$ cat src/rtl/sha256_sched_ctrl.sv
// SHA-256 block sequencer: buffers one 16-word message block, then drives the
// schedule unit and compression rounds for 64 rounds, followed by a hash update.
module sha256_sched_ctrl #(
    parameter int unsigned NUM_ROUNDS = 64,
    parameter int unsigned NUM_WORDS  = 16
) (
    input  logic        clk,
    input  logic        reset,
    input  logic        msg_valid,
    output logic        msg_ready,
    input  logic [31:0] msg_word,
    input  logic        msg_last,
    output logic        sched_ready,
    output logic [5:0]  round_idx,
    output logic [31:0] m_next,
    output logic        round_en,
    output logic        hash_init,
    output logic        hash_update,
    output logic        digest_valid,
    input  logic        digest_ready,
    output logic        busy
);

    typedef enum logic [1:0] {
        LOAD,
        RUN,
        UPDATE,
        DONE
    } state_t;

    localparam logic [3:0] LAST_WORD  = 4'(NUM_WORDS - 1);
    localparam logic [5:0] LAST_ROUND = 6'(NUM_ROUNDS - 1);

    state_t      state;
    logic [31:0] msg_buf [NUM_WORDS];
    logic [3:0]  wcnt;
    logic [5:0]  rcnt;
    logic        first;
    logic        last_q;
    logic        xfer;

    // Reset wins over a handshake presented in the same cycle.
    assign xfer         = msg_valid && msg_ready && !reset;

    assign msg_ready    = (state == LOAD);
    assign sched_ready  = (state == RUN);
    assign round_en     = (state == RUN);
    assign hash_update  = (state == UPDATE);
    assign digest_valid = (state == DONE);
    assign busy         = !((state == LOAD) && (wcnt == '0));
    assign round_idx    = (state == RUN) ? rcnt : '0;
    assign hash_init    = xfer && (wcnt == '0) && first;

    // Rounds 16..63 take their words from the schedule recurrence, not the buffer.
    assign m_next = (round_idx < 6'(NUM_WORDS)) ? msg_buf[round_idx[3:0]] : '0;

    always_ff @(posedge clk) begin
        if (reset) begin
            state  <= LOAD;
            wcnt   <= '0;
            rcnt   <= '0;
            first  <= 1'b1;
            last_q <= 1'b0;
        end else begin
            unique case (state)
                LOAD: begin
                    if (xfer) begin
                        if (hash_init) begin
                            first <= 1'b0;
                        end
                        if (wcnt == LAST_WORD) begin
                            last_q <= msg_last;
                            wcnt   <= '0;
                            rcnt   <= '0;
                            state  <= RUN;
                        end else begin
                            wcnt <= wcnt + 4'd1;
                        end
                    end
                end
                RUN: begin
                    if (rcnt == LAST_ROUND) begin
                        state <= UPDATE;
                    end else begin
                        rcnt <= rcnt + 6'd1;
                    end
                end
                UPDATE: begin
                    state <= last_q ? DONE : LOAD;
                end
                DONE: begin
                    if (digest_ready) begin
                        first <= 1'b1;
                        state <= LOAD;
                    end
                end
                default: begin
                    state <= LOAD;
                end
            endcase
        end
    end

    // The word buffer is deliberately left uncleared by reset.
    always_ff @(posedge clk) begin
        if (xfer) begin
            msg_buf[wcnt] <= msg_word;
        end
    end

endmodule

$ cat config.mk
export PLATFORM = sky130hd
export DESIGN_NAME = sha256_sched_ctrl
export DESIGN_NICKNAME = d
export VERILOG_FILES = /design/src/rtl/sha256_sched_ctrl.sv
export SDC_FILE = /design/constraint.sdc
export NUM_CORES = 1
export LEC_CHECK = 0
export ABC_AREA = 1
export CAP_MARGIN = 20
export CORE_AREA = 2 2 297 299
export DETAILED_ROUTE_END_ITERATION = 16
export DIE_AREA = 0 0 299 301
export PLACE_DENSITY = 0.41
export SYNTH_ARGS = -nofsm -noshare
export SYNTH_HDL_FRONTEND = slang
export SYNTH_SLANG_ARGS = --single-unit
$ cat constraint.sdc
create_clock -name clk -period 4.7 [get_ports clk]
set_input_delay 0.94 -clock clk [delete_from_list [all_inputs] [get_ports clk]]
set_output_delay 0.94 -clock clk [all_outputs]
set_load 0.005 [all_outputs]
=== Word level (Yosys, flattened, before mapping) ===
Memory sizes are Yosys's and may differ from the RTL's.
Cells that the tools add are included.

* Add/sub/neg operators: 2
* Magnitude comparators: 1
* Equality and inequality tests: 11
* Mux-type cells: 19
* Reduce and logical (&&, ||, !) cells: 16

{| class="wikitable"
|+ Operators with widths
! kind !! count
|-
| 32-bit 2-to-1 mux || 1
|-
| 6-bit 2-to-1 mux || 4
|-
| 6-bit case mux with 2 select lines || 1
|-
| 4-bit AND reduction || 3
|-
| 2-bit 2-to-1 mux || 5
|-
| 2-bit by 1-bit != test with 1-bit output (second input constant) || 5
|-
| 2-bit case mux with 4 select lines || 1
|-
| 6-bit by 1-bit adder with 6-bit output (second input constant) || 1
|-
| 6-bit == test (second input constant) || 1
|-
| 6-bit by 5-bit less-than comparator with 1-bit output (second input constant) || 1
|-
| 1-bit logical AND || 5
|-
| 1-bit 2-to-1 mux || 5
|-
| 4-bit by 1-bit adder with 4-bit output (second input constant) || 1
|-
| 2-bit == test (second input constant) || 2
|-
| 4-bit == test (second input constant) || 1
|-
| 4-bit logical NOT || 1
|-
| 4-bit 2-to-1 mux || 1
|-
| 2-bit nonzero test || 2
|-
| 3-bit AND reduction || 1
|-
| 2-bit by 1-bit == test with 1-bit output (second input constant) || 1
|-
| 1-bit logical NOT || 2
|-
| 2-bit logical NOT || 1
|-
| 2-bit != test (second input constant) || 1
|-
| 1-bit case mux with 2 select lines || 1
|-
| 2-bit AND reduction || 1
|}

* Flip-flop bits (word level): 14
* Bits in writable memories: 512
* Input bits: 37
* Output and inout port bits: 45
* Logic and storage cells: 55
* Memories: 1

{| class="wikitable"
|+ Memories
! memory !! depth !! bits a word !! read ports !! clocked after memory_dff !! wr ports !! line !! source
|-
| msg_buf || 16 || 32 || 1 || 0 || 1 || 35 || <nowiki>logic [31:0] msg_buf [NUM_WORDS];</nowiki>
|}

=== Longest topological paths before layout ===
* Depth in word-level cells: 8
* Depth in mapped cells: 11
* Mapped depth without buffers: 10

=== Worst setup path before layout ===
OpenSTA, ideal clock, no wires.

* Path kind: input-to-reg
* Start point: input reset
* End point: memory msg_buf[8][0] (enable)
* Setup time: 0.461 ns
* Arrival: 3.719 ns
* Data required time: 4.239 ns
* Path slack: 0.520 ns
* Stages on the path: 4
* Buffers on the path: 1
* Path through: clkbuf_1 -> nor2_1 -> inv_2 -> nor3_1

* Longest elaborated chain between the ends: 4

{| class="wikitable"
|+ Ends and longest elaborated chain
! what !! line !! source
|-
| start, declared || 8 || <nowiki>input logic reset,</nowiki>
|-
| 1-bit logical NOT || 43 || <nowiki>assign xfer = msg_valid && msg_ready && !reset;</nowiki>
|-
| 1-bit logical AND || 43 ||
|-
| 1-bit 2-to-1 mux || 106 || <nowiki>if (xfer) begin</nowiki>
|-
| 1-bit 2-to-1 mux (implied by the code) || 107 || <nowiki>msg_buf[wcnt] <= msg_word;</nowiki>
|-
| end, declared || 35 ||
|}

No other way between the ends.

=== Worst setup path after layout ===
* Start point: register state[0]
* End point: output m_next[3]

* Longest elaborated chain between the ends: 4
* Elaborated cells between the ends (all ways): 5

{| class="wikitable"
|+ Ends and longest elaborated chain
! what !! line !! source
|-
| start, declared || 34 || <nowiki>state_t state;</nowiki>
|-
| start signal, assigned || 89 || <nowiki>state <= last_q ? DONE : LOAD;</nowiki>
|-
| 2-bit by 1-bit == test with 1-bit output * || 51 || <nowiki>assign round_idx = (state == RUN) ? rcnt : '0;</nowiki>
|-
| 6-bit 2-to-1 mux * || 51 ||
|-
| memory read 16 x 32 bit or 6-bit by 5-bit less-than comparator with 1-bit output (tied branches) || n/a ||
|-
| 32-bit 2-to-1 mux * || 55 || <nowiki>assign m_next = (round_idx < 6'(NUM_WORDS)) ? msg_buf[round_idx[3:0]] : '0;</nowiki>
|-
| end, declared || 15 || <nowiki>output logic [31:0] m_next,</nowiki>
|}

Every way passes the cells marked *; elsewhere a longest branch is shown, timed or not.

==> flow_metrics.env <==
export IMPL_die_h_um=301
export IMPL_diodes=0
export IMPL_dpl_worst_slack_ns=0.6347
export IMPL_hold_depth=1
export IMPL_tritoncts_num_buffers=58
export IMPL_fill_cells=8908
export IMPL_powerDensity_nw_per_um2=379.2
export IMPL_cp_cell_sequence="inv_1 -> nor2_4 -> nand2_4 -> buf_12 -> buf_4 -> nand3_1 -> nand3_1 -> nand3_1 -> nand2_1 -> nor2_1 -> clkdlybuf4s50_1"
export IMPL_fmax_mhz=224.6
export IMPL_totalWireLength_um=64060
export IMPL_worst_path_max_delay_cell="clkdlybuf4s50_1"
export IMPL_h_tree_depth=2
export IMPL_worstPathRequired_ns=3.76
export IMPL_outcome="complete, no violations"
export IMPL_ys_warn_count=0
export IMPL_setup_worst_path_start_class="flip-flop"
export IMPL_port_buffers=81
export IMPL_drt_iter0_markers=988
export IMPL_critPathKind="reg2out"
export IMPL_drive_above_1_share_pct=7.866
export IMPL_tritoncts="built"
export IMPL_drtPass1Iterations=5
export IMPL_fin_crit_sh_pct=94.73
export IMPL_final_cell_mix="nand2_1, edfxtp_1, nand3_1"
export IMPL_hp_class="reg2reg"
export IMPL_cp_max_fo=40
export IMPL_synth_largest_area_cell="edfxtp_1"
export IMPL_setup_viol=0
export IMPL_min_from="last_q$_SDFFE_PP0P_"
export IMPL_skew_ns=0.01279
export IMPL_hold_viol=0
export IMPL_row_count=108
export IMPL_ys_seq_area_share_pct=72.83
export IMPL_clk_pin_slew_worst_paths_ns=0.06
export IMPL_r2r_slack_ns=1.89
export IMPL_die_area_um2=90000
export IMPL_netlist_area_um2=21490
export IMPL_syn_num_nets=1915
export IMPL_whs_ns=0.4991
export IMPL_synthTopCellsByArea="edfxtp_1, nand2_1, nand3_1, dfxtp_1, inv_1"
export IMPL_r2r_end="msg_buf[2][9]$_DFFE_PP_"
export IMPL_worstRegToRegCells=6
export IMPL_cts_root_buf="clkbuf_16"
export IMPL_ys_ff_latch=526
export IMPL_wl_per_cell_um=20.33
export IMPL_num_vias=14040
export IMPL_syn_to_final_growth_pct=19.68
export IMPL_rsz0062_at_grt="no"
export IMPL_ir_drop_uv=247.5
export IMPL_synth_top_cell_area_share_pct=71.53
export IMPL_slew_headroom_pct=48.47
export IMPL_finalMaxSlewViolations=0
export IMPL_grt_pass1_wl_um=95770
export IMPL_numClockSinks=526
export IMPL_tightest_slew_ns=0.7730
export IMPL_start_util_pct=24.85
export IMPL_die_w_um=299
export IMPL_antenna_found_initial=0
export IMPL_grt_overflow=0
export IMPL_drc=0
export IMPL_detail_route_antenna_nets=0
export IMPL_gp_congestion=0.6998
export IMPL_hold_end="last_q$_SDFFE_PP0P_"
export IMPL_post_drt_via_cell_ratio=4.457
export IMPL_nets=1993
export IMPL_cts_hold_buf=0
export IMPL_synth_cell_types=25
export IMPL_syn_inst=1873
export IMPL_ios=82
export IMPL_multi_input_area_um2=5210
export IMPL_path_common_cell="nand3_1"
export IMPL_reg2reg_from="state[1]$_SDFFE_PP0P_"
export IMPL_synthFlopType="edfxtp_1"
export IMPL_arrival_ns=3.51
export IMPL_dp_hpwl_um=33210
export IMPL_synth_avg_cell_area_um2=11.48
export IMPL_drv_cap=0
export IMPL_timing_final_ws_setup_ns=0.2479
export IMPL_clockBufferDepth=3
export IMPL_cts_resized=1
export IMPL_core_um2=86480
export IMPL_synth_enable_flop_cells=512
export IMPL_layout_min_cycle_time_ns=4.452
export IMPL_grt_start_max_net_pins=120
export IMPL_fin_tns_setup_ns=0
export IMPL_power_leakage_nw=8.981
export IMPL_clock_latency_ns=0.63
export IMPL_synthArstFlopShare_pct=0
export IMPL_layout_commonest_cell="nand2_1"
export IMPL_postCtsSetupRepairBufs=0
export IMPL_max_stage_delay_ns=0.54
export IMPL_end_kind="output pin"
export IMPL_grt_pass1_vias=14180
export IMPL_gr_usage_all_layers_pct=14.22
export IMPL_seq_area_um2=15660
==> how the worst max path moves through the flow <==
| stage | start | to | slack, ns | cells past startpoint |
|---|---|---|---|---|
| detailed placement | state[0]$_SDFFE_PP0P_ | m_next[3] | 0.63 | 11 |
| global route | state[0]$_SDFFE_PP0P_ | m_next[3] | 0.009 | 11 |
| global placement | state[0]$_SDFFE_PP0P_ | m_next[3] | 0.71 | 11 |
| finish | state[0]$_SDFFE_PP0P_ | m_next[3] | 0.25 | 11 |
| CTS | state[0]$_SDFFE_PP0P_ | m_next[3] | 0.11 | 11 |
| floorplan | reset | msg_buf[8][0]$_DFFE_PP_ | 0.52 | 4 |
==> worst max-delay path: cells and delay by family (launching register included) <==
family	cells	cell delay, ns
buffers and inverters	4	1.25
DFF	1	0.45
and+or+nand+nor	7	1.14
==> cells in the mapped netlist, types with 3 or more instances <==
library cell / count
ha_1: 5
buf_2: 47
buf_4: 8
nand2_1: 595
inv_2: 4
clkbuf_1: 43
a21oi_1: 39
o21ai_0: 7
buf_1: 12
inv_1: 69
o21ai_1: 3
nor2_2: 5
edfxtp_1: 512
nor2_1: 69
nand3_1: 424
nor3_1: 7
dfxtp_1: 14
==> logic make-up (layout without fill, tap and decap cells) <==
family | count (synthesis) | count (layout) | share of synthesized area [%]
flops | 526 | 526 | 72.83
compound gates | 53 | 53 | 1.286
fa+ha+maj | 5 | 5 | 0.2911
simple gates | 1105 | 1105 | 21.93
buf+inv | 184 | 307 | 3.661
==> flip-flops by register name, indices dropped and copies added (netlist names) <==
signal,flops
msg_buf,512
rcnt,6
wcnt,4
state,2
first,1
last_q,1
==> routing by layer <==
| layer | wire (um) | vias to the layer above | track usage [%] |
|---|---|---|---|
| met5 | 0 | - | 0 |
| met4 | 1574 | 0 | 4.321 |
| met3 | 2218 | 88 | 1.847 |
| met2 | 31180 | 262 | 24.33 |
| met1 | 29080 | 7008 | 18.74 |
| li1 | - | 6685 | - |
==> layout make-up <==
type / count / share of cell area [%]
Sequential cell: 526 / 60.88
Multi-Input combinational cell: 1163 / 20.25
Clock buffer: 67 / 5.856
Tap cell: 1155 / 5.618
Timing Repair Buffer: 129 / 5.233
Clock inverter: 38 / 1.099
Inverter: 73 / 1.065
==> stage by stage <==
stage,utilization [%],area [um^2],instances,total power [mW]
floorplan,-,21490,1873,5.338
global placement,27.68,23930,3046,5.491
detailed placement,27.68,23930,3046,5.494
CTS,29.75,25720,3151,9.880
global route,29.75,25720,3151,10.09
finish,29.75,25720,3151,9.755
==> power breakdown <==
group	switching (mW)	internal (mW)
registers	0.00660	5.17
clock network	1.87	2.49
logic	0.134	0.0755
Note: power is estimated with default switching activity, not from simulation.
